### config.mk
export PLATFORM = sky130hd
export DESIGN_NAME = counter_display_driver
export DESIGN_NICKNAME = d
export VERILOG_FILES = /design/src/rtl/counter_display_driver.sv
export SDC_FILE = /design/constraint.sdc
export NUM_CORES = 1
export LEC_CHECK = 0
export CORE_UTILIZATION = 56
export CTS_BUF_LIST = sky130_fd_sc_hd__clkbuf_4
export CTS_CLUSTER_DIAMETER = 80
export DETAILED_ROUTE_END_ITERATION = 10
export PLACE_DENSITY = 0.83
export SYNTH_ARGS = -nofsm -noshare
export SYNTH_HDL_FRONTEND = slang
export SYNTH_SLANG_ARGS = --single-unit
export TNS_END_PERCENT = 10
### constraint.sdc
create_clock -name clk -period 2.5 [get_ports clk]
set_input_delay 0.75 -clock clk [delete_from_list [all_inputs] [get_ports clk]]
set_output_delay 0.75 -clock clk [all_outputs]
set_load 0.02 [all_outputs]
### src/rtl/counter_display_driver.sv
// counter_display_driver
//   Converts an 8-bit count into three display digits and drives a
//   multiplexed 3-digit, 7-segment display.
//   - Decimal mode: the digits come from a serial shift-add-3
//     (double-dabble) conversion that takes 8 cycles.
//   - Hex mode: the digits are taken straight from the value nibbles.
//   All three digits are updated together when a conversion commits.
//
// Ports
//   clk        in   system clock, rising edge
//   rst        in   asynchronous active-high reset
//   value_in   in   [7:0] count value from the upstream counter
//   mode       in   0 = unsigned decimal, 1 = hexadecimal
//   blank_lz   in   1 = blank leading zero digits
//   seg        out  [6:0] {g,f,e,d,c,b,a}, active-high, registered
//   digit_sel  out  [2:0] one-hot digit enable, bit 0 = LSD, registered
//   busy       out  high during CONVERT and COMMIT
//   updated    out  one-cycle pulse in the COMMIT cycle
module counter_display_driver #(
    parameter int SCAN_DIV = 1024
) (
    input  logic       clk,
    input  logic       rst,
    input  logic [7:0] value_in,
    input  logic       mode,
    input  logic       blank_lz,
    output logic [6:0] seg,
    output logic [2:0] digit_sel,
    output logic       busy,
    output logic       updated
);

    localparam int SCW = (SCAN_DIV > 2) ? $clog2(SCAN_DIV) : 1;
    localparam logic [SCW-1:0] SCAN_LAST = SCW'(SCAN_DIV - 1);

    typedef enum logic [1:0] {
        IDLE    = 2'd0,
        CONVERT = 2'd1,
        COMMIT  = 2'd2
    } state_e;

    state_e           state_q, state_d;
    logic [7:0]       last_value_q, last_value_d;
    logic             last_mode_q, last_mode_d;
    // Working register {bcd[11:0], binary[7:0]}; the pending digits sit in
    // the upper 12 bits by the time COMMIT is reached (in either mode).
    logic [19:0]      work_q, work_d;
    logic [2:0]       bitcnt_q, bitcnt_d;
    logic [3:0]       d2_q, d2_d, d1_q, d1_d, d0_q, d0_d;
    logic [SCW-1:0]   scan_cnt_q, scan_cnt_d;
    logic [1:0]       idx_q, idx_d;
    logic [6:0]       seg_q, seg_d;
    logic [2:0]       sel_q, sel_d;

    logic [19:0]      adj;
    logic [3:0]       cur_digit;
    logic             cur_blank;

    function automatic logic [6:0] encode(input logic [3:0] d);
        logic [6:0] s;
        case (d)
            4'h0: s = 7'h3F;
            4'h1: s = 7'h06;
            4'h2: s = 7'h5B;
            4'h3: s = 7'h4F;
            4'h4: s = 7'h66;
            4'h5: s = 7'h6D;
            4'h6: s = 7'h7D;
            4'h7: s = 7'h07;
            4'h8: s = 7'h7F;
            4'h9: s = 7'h6F;
            4'hA: s = 7'h77;
            4'hB: s = 7'h7C;
            4'hC: s = 7'h39;
            4'hD: s = 7'h5E;
            4'hE: s = 7'h79;
            default: s = 7'h71;
        endcase
        return s;
    endfunction

    // Conversion FSM
    always_comb begin
        state_d      = state_q;
        last_value_d = last_value_q;
        last_mode_d  = last_mode_q;
        work_d       = work_q;
        bitcnt_d     = bitcnt_q;
        d2_d         = d2_q;
        d1_d         = d1_q;
        d0_d         = d0_q;
        adj          = work_q;

        case (state_q)
            IDLE: begin
                if ((value_in != last_value_q) || (mode != last_mode_q)) begin
                    last_value_d = value_in;
                    last_mode_d  = mode;
                    bitcnt_d     = '0;
                    if (mode) begin
                        // Hex digits need no conversion: preload them.
                        work_d  = {4'h0, value_in, 8'h00};
                        state_d = COMMIT;
                    end else begin
                        work_d  = {12'h000, value_in};
                        state_d = CONVERT;
                    end
                end
            end
            CONVERT: begin
                for (int unsigned i = 0; i < 3; i++) begin
                    if (adj[8 + 4*i +: 4] >= 4'd5) begin
                        adj[8 + 4*i +: 4] = adj[8 + 4*i +: 4] + 4'd3;
                    end
                end
                work_d   = {adj[18:0], 1'b0};
                bitcnt_d = bitcnt_q + 3'd1;
                if (bitcnt_q == 3'd7) begin
                    state_d = COMMIT;
                end
            end
            COMMIT: begin
                d2_d    = work_q[19:16];
                d1_d    = work_q[15:12];
                d0_d    = work_q[11:8];
                state_d = IDLE;
            end
            default: state_d = IDLE;
        endcase
    end

    // Display scanning
    always_comb begin
        scan_cnt_d = scan_cnt_q + SCW'(1);
        idx_d      = idx_q;
        if (scan_cnt_q == SCAN_LAST) begin
            scan_cnt_d = '0;
            idx_d      = (idx_q == 2'd2) ? 2'd0 : idx_q + 2'd1;
        end

        cur_digit = d0_q;
        cur_blank = 1'b0;
        sel_d     = 3'b001;
        case (idx_q)
            2'd1: begin
                cur_digit = d1_q;
                cur_blank = blank_lz && (d2_q == 4'h0) && (d1_q == 4'h0);
                sel_d     = 3'b010;
            end
            2'd2: begin
                cur_digit = d2_q;
                cur_blank = blank_lz && (d2_q == 4'h0);
                sel_d     = 3'b100;
            end
            default: begin
                cur_digit = d0_q;
                cur_blank = 1'b0;
                sel_d     = 3'b001;
            end
        endcase
        seg_d = cur_blank ? '0 : encode(cur_digit);
    end

    always_ff @(posedge clk or posedge rst) begin
        if (rst) begin
            state_q      <= IDLE;
            last_value_q <= '0;
            last_mode_q  <= 1'b0;
            work_q       <= '0;
            bitcnt_q     <= '0;
            d2_q         <= '0;
            d1_q         <= '0;
            d0_q         <= '0;
            scan_cnt_q   <= '0;
            idx_q        <= '0;
            seg_q        <= '0;
            sel_q        <= '0;
        end else begin
            state_q      <= state_d;
            last_value_q <= last_value_d;
            last_mode_q  <= last_mode_d;
            work_q       <= work_d;
            bitcnt_q     <= bitcnt_d;
            d2_q         <= d2_d;
            d1_q         <= d1_d;
            d0_q         <= d0_d;
            scan_cnt_q   <= scan_cnt_d;
            idx_q        <= idx_d;
            seg_q        <= seg_d;
            sel_q        <= sel_d;
        end
    end

    assign seg       = seg_q;
    assign digit_sel = sel_q;
    assign busy      = (state_q != IDLE);
    assign updated   = (state_q == COMMIT);

endmodule

* Yosys cells after proc, flatten, opt, wreduce, memory -nomap -nowiden *
Memory sizes are Yosys's and may differ from the RTL's.
Index checks and enable logic that the tools add are counted.

operators by class
  add/sub/neg operators = 6
  reductions and logical operators = 11
  equal/unequal tests = 10
  mux-type cells = 18
  magnitude comparators = 3

operator list
  cell                                                                count
  case mux 20 bit (2 select lines)                                    1
  two-way mux 20 bit                                                  1
  two-way mux 16 bit                                                  1
  greater-or-equal comparator 4 x 3 -> 1 bit (second input constant)  3
  case mux 3 bit (2 select lines)                                     2
  adder 10 x 1 -> 10 bit (second input constant)                      1
  == test 10 bit (second input constant)                              1
  two-way mux 10 bit                                                  1
  adder 4 x 2 -> 4 bit (second input constant)                        2
  zero test 4 bit                                                     2
  two-way mux 2 bit                                                   4
  two-way mux 4 bit                                                   2
  != test 8 bit                                                       1
  case mux 4 bit (2 select lines)                                     1
  two-way mux 7 bit                                                   1
  two-way mux 3 bit                                                   2
  AND reduction 2 bit                                                 3
  == test 2 x 1 -> 1 bit (second input constant)                      2
  == test 2 bit (second input constant)                               2
  != test 2 bit (second input constant)                               2
  case mux 2 bit (2 select lines)                                     1
  nonzero test 2 bit                                                  2
  adder 3 x 1 -> 3 bit (second input constant)                        1
  adder 3 x 2 -> 3 bit (second input constant)                        1
  7 further kinds                                                     8

word-level totals
  input port bits = 12
  memories kept = 1
  register bits after elaboration = 68
  logic and storage cells = 61
  bits in read-only memories = 112

memory list
  memory           words  bits a word  read ports  clocked after Yosys merged registers in  write ports  line  source
  (no name shown)  16     7            1           0                                        0            61    case (d)

* Depth between registers and ports, before layout *
Gate-level depths: netlist of the first run.

  depth in word-level cells = 5
  mapped depth = 10
  gate-level depth less buffers = 9

* Worst setup path after synthesis of the first run *
OpenSTA, ideal clock, no wires.

  kind = register to register
  from = reg idx_q[0]
  to = reg seg_q[5], in the netlist seg[5]
  arrival = 2.062 ns
  required time = 2.406 ns
  cell stages (with the launch flop) = 10
  setup slack = 0.344 ns
  path buffers = 1
  setup time = 0.094 ns
  clock period less this slack = 2.156 ns
  cell sequence = dfrtp_1 > inv_1 > ha_1 > buf_4 > nor2_1 > a21o_1 > inv_1 > ha_1 > mux2_4 > a221oi_2

between the ends
  word-level cells in the longest chain between the ends = 4
  elaborated cells between the ends (all ways) = 6
  classes of those cells = eq/ne (2); mux (3); memory (1)

RTL lines
  what                                                            line  source
  from (decl)                                                     51    logic [1:0] idx_q, idx_d;
  from (signal assigned)                                          188   idx_q <= idx_d;
  == test 2 bit / == test 2 x 1 -> 1 bit (equally long branches)  144   case (idx_q)
  case mux 4 bit (2 select lines)                                 144
  memory read (16 x 7 bit)                                        --
  two-way mux 7 bit (*)                                           161   seg_d = cur_blank ? '0 : encode(cur_digit);
  named net seg_d[5]                                              52    logic [6:0] seg_q, seg_d;
  to (signal assigned)                                            189   seg_q <= seg_d;
  to (decl)                                                       52

Mark *: on every way through the listed nets, which the timed path passes. The rest lies on a longest branch.
A chain may end at the register's enable or synchronous reset.

* Worst setup path in the final report of the first run *
  from = reg state_q[0]
  to = out updated

between the ends
  word-level cells in the longest chain between the ends = 1

RTL lines
  what                    line  source
  from (decl)             42    state_e state_q, state_d;
  from (signal assigned)  179   state_q <= state_d;
  == test 2 bit           197   assign updated = (state_q == COMMIT);
  to (decl)               30    output logic updated

No other way between the ends.

==> reports/metrics.csv, run 1 <==
metric;value;unit
Yosys top cell by area;dfrtp_1;
sequential share of power;37.7;%
Core Footprint;0.00642;mm2
Post-CTS Setup Repair Bufs;0;
most used cell, CP;inv_1;
Fmax;430;MHz
# fillers;510;
Net Switching;2.06;mW
final setup margin;0.173;ns
GPL Wtd Cong;0.873;
hold slack;0.491;ns
Final Hold Viols;0;
mux share of post-synthesis cell area;5.78;%
r2r worst-path depth;9;
IO Count;24;
CTS clk-pin slew, worst paths;0.12;ns
largest family of logic cells by synthesized area;compound AO/OA/AOI/OAI gates;
Slew @ Worst Pin;0.500;ns
Setup CP Type;register to output port;
WL final;8.56;mm
status;complete, but fails checks;
clk_lat worst skew;0.43;ns
ys async rst share;100;%
ANT cells;0;
CP max stage cell;dfrtp_1;
Worst Skew;0.0123;ns
Critical Path AT;1.58;ns
Comb pwr share;45.9;%
post-route ant nets;0;
initial detailed-routing violation count;155;
Worst path depth;4;
Chip Height;84.0;um
vias;3087;
Post-synth EDFFs;0;
RSZ-0062 raised after global routing;false;
die area;0.00705;mm2
power share of the clock group;16.4;%
Mean Syn Cell Area;10.1;um2
Hold Path Depth;1;
hold_buf cts;0;
TritonCTS Sinks;68;
drt drc;6;
first-pass GRT wire length;14.5;mm
Mapped Area;0.00376;mm2
Pins Over Slew Limit;0;
Pre-antenna DRT Iters;9;
Top delay family on crit path;buffers and inverters;
Top FF cell, synth;dfrtp_1;
Synth Area in Adders;6.65;%
H-tree depth;3;
grt ovf;0;
post-synth net total;405;
Crit. End Element;output port;
num rows;29;
largest net degree at the start of global routing;37;
CP required;1.75;ns
total track usage;26.1;%
nets;450;
CTS tree;done;
final setup TNS;0;ns
Avg WL per Cell;17.1;um
switching share of power;41.6;%
final setup violation count;0;
ranking of synthesized cells by area;dfrtp_1 (45%), ha_1 (6.6%), nand2_1 (4.6%);
Max Cap Viol;0;
width of the die;84.0;um
Vias/cell;6.17;
share of cells above drive strength 1;14.7;%
cell count after synthesis;373;
HP Class;register to register;
VDD IR max;0.653;mV
Period Utilization, post-route;93.1;%
flops & latches, synth;68;
CP startpoint kind;register;
vias in the first global route;3045;
Power per Cell Area;1130;mW/mm2
post-cts resize count;4;
relative slew slack;66.6;%
Area Growth Syn to Fin;16.3;%
share of the synthesized area in the top cell type;45.2;%
CTS Buffer Depth;2;
total CTS buffers;9;
crit-path cells;inv_1 -> nand2_1 -> inv_1 -> dlygate4sd2_1;
Netlist cell types;52;
clock tree root buffer cell;clkbuf_4;
Seq/Total Area, Yosys;45.2;%
Leakage Power;2.02;nW
Power Total;4.96;mW
initial antenna violation count;0;
Placement Setup Slack;-0.0369;ns
CP peak stage delay;0.46;ns
Pint;2.90;mW
simple-gate share of the synthesized area;14.8;%
violated checks;design-rule violations;
crit-path max FO;5;
initial core utilization;58.6;%
Warnings, synthesis;0;
Final min period;2.33;ns
CP Buf/Inv Count;3;
port bufs;23;
post-detail-place hpwl;6.20;mm
Post-Synth XOR/XNOR Area;4.42;%
post-synthesis compound-gate area fraction;18.9;%
==> power groups by stage <==
stage | combinational [mW] | sequential (mW) | clock (mW)
global placement | 2.15 | 1.86 | 0
floorplan | 1.58 | 1.83 | 0
detailed placement | 2.24 | 1.88 | 0
global route | 2.51 | 1.91 | 0.872
CTS | 2.26 | 1.86 | 0.827
finish | 2.27 | 1.87 | 0.814
==> placed cells by master, fill, tap and decap left out, types with 3 or more instances in the layout <==
| master | Yosys | routed |
|---|---|---|
| nor3b_1 | 4 | 4 |
| buf_4 | 2 | 25 |
| nor2_1 | 26 | 25 |
| nand3_1 | 10 | 10 |
| xnor2_1 | 13 | 13 |
| nor4_1 | 3 | 3 |
| inv_1 | 18 | 17 |
| a21o_1 | 4 | 4 |
| a211oi_1 | 9 | 9 |
| and4_1 | 10 | 10 |
| nand2_1 | 46 | 46 |
| a31oi_1 | 3 | 3 |
| clkdlybuf4s50_1 | 0 | 21 |
| and3_1 | 5 | 5 |
| o21ai_0 | 14 | 14 |
| mux2_2 | 10 | 10 |
| xor2_1 | 6 | 6 |
| a21oi_1 | 16 | 16 |
| o211ai_1 | 4 | 4 |
| dfrtp_1 | 68 | 67 |
| o22ai_1 | 10 | 10 |
| a22o_1 | 4 | 4 |
| clkinv_1 | 3 | 4 |
| a221oi_1 | 3 | 3 |
| clkbuf_4 | 0 | 9 |
| o211a_1 | 3 | 3 |
| mux2i_1 | 9 | 9 |
| nand2b_1 | 5 | 5 |
| o311ai_0 | 5 | 5 |
| ha_1 | 20 | 20 |
==> logic make-up (layout without fill, tap and decap cells) <==
logic type,Yosys count,after routing
xor gates and xnor gates,19,19
buffers and inverters,36,86
adders and majority gates,20,20
and+or+nand+nor,115,115
muxes,20,20
DFF,68,68
AOI/OAI and AO/OA,95,95
==> routing by layer <==
layer	vias up	part of all wire (%)	track usage, %
met3	26	4.4	4.15
met1	1491	42	31.3
li1	1449	-	-
met2	121	51	46.0
met5	-	0	0
met4	0	2.7	11.8
==> final timing paths <==
path / from / end / slack (ns)
setup / recovery: state_q[0] / updated / 0.17
min in group asynchronous: rst / work_q[7] / 0.58
max in group asynchronous: rst / state_q[1] / 1.33
hold reg to reg: scan_cnt_q[9] / scan_cnt_q[9] / 0.49
setup reg to reg: idx_q[0] / seg[1] / 0.18
hold / removal: scan_cnt_q[9] / scan_cnt_q[9] / 0.49
==> cell usage after synthesis (6+ instances only) <==
cell,number
a211oi_1,9
a21oi_1,16
and4_1,10
buf_2,7
dfrtp_1,68
ha_1,20
inv_1,18
mux2_2,10
mux2i_1,9
nand2_1,46
nand3_1,10
nor2_1,26
o21ai_0,14
o22ai_1,10
xnor2_1,13
xor2_1,6
==> final cells by class <==
| cell class | count | area (um2) | area share, % |
|---|---|---|---|
| inverters | 21 | 78.8 | 1.80 |
| well taps | 77 | 96.3 | 2.20 |
| repair buffers | 49 | 435 | 9.95 |
| multi-input cells | 269 | 1910 | 43.5 |
| clock inverters | 7 | 91.3 | 2.09 |
| clock buffers | 9 | 67.6 | 1.54 |
| flip-flops and latches | 68 | 1700 | 38.9 |
==> flip-flops by register name, summed over array words and instances (netlist names) <==
register,flops
last_value_q,8
last_mode_q,1
d1_q,4
digit_sel,3
d2_q,4
work_q,20
d0_q,4
idx_q,2
state_q,2
seg,7
bitcnt_q,3
scan_cnt_q,10
==> metrics by stage <==
step | cell area, um2 | utilization [%] | std cells
final | 4380 | 68.2 | 500
after global routing | 4380 | 68.2 | 500
after CTS | 4380 | 68.2 | 500
after detailed placement | 4220 | 65.7 | 484
after global placement | 4220 | 65.7 | 484
after floorplan | 3760 | - | 373
(Power assumes the default switching activity.)
==> run 2: changes to the inputs <==
- CORE_MARGIN: not set -> 2
- GPL_TIMING_DRIVEN: not set -> 0
==> run 2 against run 1 <==
The run now ends clean. Sequential power is essentially flat. Non-clock buffer count is 13 lower. Global-route usage shrank 3.1 points. Combinational power down 3%. Via count decreased by 6.0%. Critical path depth rose by 1. First-iteration DRC count increased by 1.3%. Register-to-register slack lost 0.03 ns. Routed wire length decreased by 8.8%. Clock power is 19% lower. Fmax shrank 4.2%. Clock-buffer cell count stayed put. Critical path type unchanged. Critical endpoint unchanged. Largest power group unchanged.
==> reports/metrics.csv, run 2 (synthesis results as in run 1) <==
metric;value;unit;change
Setup CP Type;register to output port;;
ANT cells;0;;unchanged
first-pass GRT wire length;13.4;mm;-7.6%
Core Footprint;0.00642;mm2;unchanged
Pint;2.74;mW;-5.5%
total CTS buffers;9;;unchanged
clk_lat worst skew;0.42;ns;about the same
CTS tree;done;;
Chip Height;86.0;um;+2.4%
Max Cap Viol;0;;unchanged
final instance area;0.00424;mm2;-3.1%
width of the die;86.0;um;+2.4%
Non-Filler Instances;484;;-3.2%
Slew @ Worst Pin;0.808;ns;+0.308 ns
largest registers;work_q x20, scan_cnt_q x10, last_value_q x8;;
Final Hold Viols;0;;unchanged
Final min period;2.43;ns;+0.103 ns
max FFs per register;20;;unchanged
die area;0.00739;mm2;+4.8%
power share of the clock group;13.9;%;-2.5 points
Pre-antenna DRT Iters;4;;-5
status;completed;;
nets;437;;-2.9%
placed cells;472;;-2.5%
Net Switching;1.99;mW;-3.7%
Critical Path AT;1.68;ns;+0.10 ns
GPL Wtd Cong;0.816;;-6.6%
Area Growth Syn to Fin;12.7;%;
initial core utilization;58.6;%;unchanged
Worst Skew;0.00672;ns;-0.00562 ns
crit-path max FO;10;;+5
switching share of power;42.0;%;+0.48 points
share of cells above drive strength 1;12.5;%;-2.1 points
Comb pwr share;46.9;%;+1.0 points
# fillers;519;;+1.8%
vias in the first global route;2959;;-2.8%
HP Class;register to register;;
Vias/cell;5.99;;-2.9%
final setup violation count;0;;unchanged
VDD IR max;0.626;mV;-4.2%
CTS clk-pin slew, worst paths;0.10;ns;-0.02 ns
Power per Cell Area;1110;mW/mm2;-1.7%
clock tree root buffer cell;clkbuf_4;;
drt drc;0;;-6
vias;2901;;-6.0%
Leakage Power;1.92;nW;-4.5%
initial detailed-routing violation count;157;;+1.3%
num rows;29;;unchanged
port bufs;22;;-4.3%
WL final;7.80;mm;-8.8%
relative slew slack;46.1;%;-20 points
Period Utilization, post-route;97.2;%;+4.1 points
DP Area;0.00408;mm2;-3.2%
Largest Register;work_q;;
leading cell types in the layout, fill and taps excluded;dfrtp_1 (67), nand2_1 (45), nor2_1 (25);;
IO Count;24;;unchanged
grt ovf;0;;unchanged
sequential share of power;39.2;%;+1.5 points
post-detail-place hpwl;5.49;mm;-11%
Avg WL per Cell;16.1;um;-5.8%
CTS Buffer Depth;2;;unchanged
Pins Over Slew Limit;0;;unchanged
H-tree depth;3;;unchanged
RSZ-0062 raised after global routing;true;;
Crit. End Element;output port;;
Power Total;4.72;mW;-4.8%
post-route ant nets;0;;unchanged
TritonCTS Sinks;68;;unchanged
CP required;1.75;ns;about the same
initial antenna violation count;0;;unchanged
r2r setup slk;0.15;ns;-0.03 ns
total track usage;22.9;%;-3.1 points
commonest non-fill, non-tap cell in the layout;dfrtp_1;;
Fmax;412;MHz;-4.2%
largest net degree at the start of global routing;69;;+86%
CP startpoint kind;register;;
Post-CTS Setup Repair Bufs;0;;unchanged
## run 2: changes by cell type in the layout (fill, tap and decap cells not counted), moves of 2 or more
| cell | delta |
|---|---|
| buf_4 | -23 |
| dlygate4sd2_1 | -2 |
| clkbuf_1 | +3 |
| clkbuf_4 | +2 |
| buf_2 | +6 |
## run 2: final timing paths
| path | depth (start not counted) | startpoint | endpoint |
|---|---|---|---|
| setup / recovery | 5 | state_q[0] | updated |
| hold reg to reg | 1 | scan_cnt_q[9] | scan_cnt_q[9] |
| max in group asynchronous | 2 | rst | state_q[0] |
| min in group asynchronous | 2 | rst | last_value_q[3] |
| setup reg to reg | 9 | idx_q[0] | seg[5] |
| hold / removal | 1 | scan_cnt_q[9] | scan_cnt_q[9] |
## run 2: layout make-up
class | count | area (um2) | area share, %
repair buffers | 22 | 221 | 5.22
inverters | 21 | 86.3 | 2.04
clock buffers | 9 | 67.6 | 1.59
multi-input cells | 269 | 1940 | 45.7
flip-flops and latches | 68 | 1700 | 40.2
plain buffers | 14 | 82.6 | 1.95
clock inverters | 4 | 43.8 | 1.03
well taps | 77 | 96.3 | 2.27
## run 2: power groups by stage
stage / Clock (mW) / Sequential, mW / Combinational [mW]
after CTS: 0.672 / 1.84 / 2.20
after detailed placement: 0 / 1.86 / 2.16
final: 0.656 / 1.85 / 2.21
after global placement: 0 / 1.83 / 2.08
after global routing: 0.719 / 1.90 / 2.48
after floorplan: 0 / 1.83 / 1.58
## run 2: worst max-delay path: stages (launching register included)
cell	delay, ns
dfrtp_2	0.50
inv_2	0.13
nand2_4	0.11
clkbuf_4	0.20
inv_1	0.07
clkdlybuf4s15_2	0.25
## run 2: through the flow
step | hold WS [ns] | setup slack, ns | TNS, ns | utilization, %
2_1_floorplan | 0.438 | 0.0385 | 0 | -
3_3_place_gp | 0.455 | -1.10 | -75.77 | 63.5
3_5_place_dp | 0.474 | -0.214 | -1.64 | 63.6
4_1_cts | 0.496 | -0.00421 | -0.00421 | 65.7
5_1_grt | 0.522 | -0.000961 | -0.000961 | 66.0
6_report | 0.488 | 0.0706 | 0 | 66.0
## run 2: layer usage
layer	track usage [%]	wire [um]	up-vias
met5	0	0	-
met4	10.7	163	0
met3	3.27	285	16
met2	39.0	3890	74
met1	28.8	3460	1397
li1	-	-	1414
## run 2: repair_timing
item                       CTS  global route
hold endpoints to repair     0             0
resized for setup           14             6
hold buffers                 0             0
setup endpoints to repair    3             3
==> run 3: changes to the inputs <==
- CORE_ASPECT_RATIO: not set -> 0.8
- SETUP_SLACK_MARGIN: not set -> 0.15
==> run 3 against run 2 <==
Worst hold slack got worse by 0.0092 ns. Critical path depth did not move. Routed wire length rose by 10%. Largest cell class unchanged. Combinational power rose by 9.5%. Cell count rose by 5.0%. Largest power group unchanged. Sequential share of layout area fell by 1.4 points. Core utilization rose by 2.2 points. Register-to-register slack improved by 0.10 ns. Fmax rose by 4.2%. Non-clock buffer count rose by 15. Highest routed layer unchanged. Die area barely moved.
==> reports/metrics.csv, run 3 (synthesis results as in run 1) <==
metric;value;unit;change
die area;0.00740;mm2;about the same
Top delay family on crit path;compound AO/OA/AOI/OAI gates;;
Pins Over Slew Limit;0;;unchanged
r2r worst-path depth;10;;+1
Avg WL per Cell;16.9;um;+5.1%
nets;452;;+3.4%
RSZ-0062 raised after global routing;true;;
CP Buf/Inv Count;1;;-3
Worst path depth;5;;unchanged
port bufs;22;;unchanged
Core Footprint;0.00644;mm2;+0.29%
initial detailed-routing violation count;257;;+64%
VDD IR max;0.580;mV;-7.3%
Pint;2.79;mW;+1.8%
total track usage;24.8;%;+1.9 points
post-detail-place hpwl;5.89;mm;+7.2%
largest registers;work_q x20, scan_cnt_q x10, last_value_q x8;;
CP peak stage delay;0.63;ns;+0.13 ns
initial antenna violation count;0;;unchanged
Hold Path Depth;1;;unchanged
power share of the clock group;12.0;%;-1.9 points
switching share of power;42.8;%;+0.74 points
vias in the first global route;2953;;-0.20%
CP max stage cell;o41ai_4;;
sequential share of power;38.3;%;-0.9 points
final setup violation count;0;;unchanged
Setup CP Type;input pin to register;;
Area Growth Syn to Fin;16.7;%;
Max Cap Viol;0;;unchanged
Final Hold Viols;0;;unchanged
Fmax;429;MHz;+4.2%
GPL Wtd Cong;0.955;;+17%
CTS tree;done;;
Slew @ Worst Pin;0.557;ns;-0.251 ns
width of the die;95.7;um;+11%
commonest non-fill, non-tap cell in the layout;dfrtp_1;;
Pre-antenna DRT Iters;5;;+1
CP required;2.80;ns;+1.05 ns
Net Switching;2.08;mW;+4.9%
Chip Height;77.3;um;-10%
CTS clk-pin slew, worst paths;0.11;ns;about the same
IO Count;24;;unchanged
H-tree depth;3;;unchanged
Vias/cell;6.13;;+2.2%
first-pass GRT wire length;14.2;mm;+5.9%
largest net degree at the start of global routing;43;;-38%
Critical Path AT;2.63;ns;+0.95 ns
share of cells above drive strength 1;16.7;%;+4.2 points
HP Class;register to register;;
TritonCTS Sinks;68;;unchanged
num rows;26;;-10%
relative slew slack;62.9;%;+17 points
post-route ant nets;0;;unchanged
initial core utilization;58.4;%;-0.17 points
drt drc;0;;unchanged
Comb pwr share;49.7;%;+2.8 points
max FFs per register;20;;unchanged
crit-path cells;clkdlybuf4s50_1 -> xnor2_1 -> nand4_1 -> o41ai_4 -> a221oi_1;;
Final min period;2.33;ns;-0.0980 ns
Period Utilization, post-route;93.3;%;-3.9 points
final instance area;0.00439;mm2;+3.6%
status;completed;;
Worst Skew;0.0134;ns;+0.00668 ns
Leakage Power;2.00;nW;+3.9%
Power per Cell Area;1110;mW/mm2;-0.49%
clock tree root buffer cell;clkbuf_4;;
DP Area;0.00413;mm2;+1.2%
WL final;8.60;mm;+10%
CP startpoint kind;input pin;;
vias;3112;;+7.3%
leading cell types in the layout, fill and taps excluded;dfrtp_1 (67), nand2_1 (45), nor2_1 (25);;
CTS Buffer Depth;2;;unchanged
total CTS buffers;9;;unchanged
clk_lat worst skew;0.43;ns;about the same
ANT cells;0;;unchanged
Largest Register;work_q;;
grt ovf;0;;unchanged
Crit. End Element;register;;
hold slack;0.479;ns;-0.00920 ns
crit-path max FO;6;;-4
run 3: changes by cell type in the layout (fill, tap and decap cells not counted), moves of 2 or more:
cell,delta
buf_12,+2
buf_4,+13
buf_2,+2
ha_1,-2
run 3: cell type report:
cell class / instances / area (um2)
Fill cell: 478 / 2050
Multi-Input combinational cell: 269 / 1950
Sequential cell: 68 / 1700
Timing Repair Buffer: 36 / 340
Tap cell: 84 / 105
Buffer: 15 / 100
Inverter: 21 / 90.1
Clock buffer: 11 / 82.6
Clock inverter: 4 / 17.5
run 3: repair_timing:
action                                  4_1_cts  5_1_grt
endpoints found under the setup margin        6        9
gates resized for setup                      23        9
hold buffers                                  0        0
pin swaps                                     1        1
buffers inserted                              3        9
run 3: metrics by stage:
stage / power (mW) / TNS [ns] / std cells / utilization [%] / setup slack (ns)
6_report: 4.87 / 0 / 508 / 68.2 / 0.169
5_1_grt: 5.23 / 0 / 508 / 68.2 / 0.120
4_1_cts: 4.71 / 0 / 499 / 66.7 / 0.0935
3_5_place_dp: 4.04 / -1.97 / 481 / 64.2 / -0.274
3_3_place_gp: 3.91 / -1.56 / 479 / 63.5 / -0.182
2_1_floorplan: 3.41 / 0 / 373 / - / 0.344
run 3: path summary, 6_finish.rpt:
kind | slack (ns) | to | start
min in group asynchronous | 0.70 | last_value_q[0] | rst
hold / removal | 0.48 | scan_cnt_q[9] | scan_cnt_q[9]
setup / recovery | 0.17 | work_q[12] | value_in[4]
setup reg to reg | 0.25 | seg[6] | idx_q[0]
hold reg to reg | 0.48 | scan_cnt_q[9] | scan_cnt_q[9]
max in group asynchronous | 1.36 | state_q[0] | rst
run 3: routing by layer:
layer / global-route usage (%) / share of wire [%] / vias up
met3: 8.94 / 8.1 / 25
met5: 0 / 0 / -
met2: 35.9 / 46 / 130
li1: - / - / 1453
met1: 35.4 / 44 / 1504
met4: 6.57 / 1.8 / 0
run 3: power by group through the flow:
stage	sequential [mW]	clock [mW]	combinational, mW
finish	1.86	0.584	2.42
floorplan	1.83	0	1.58
global route	1.91	0.657	2.66
CTS	1.84	0.596	2.27
detailed placement	1.87	0	2.18
global placement	1.84	0	2.07
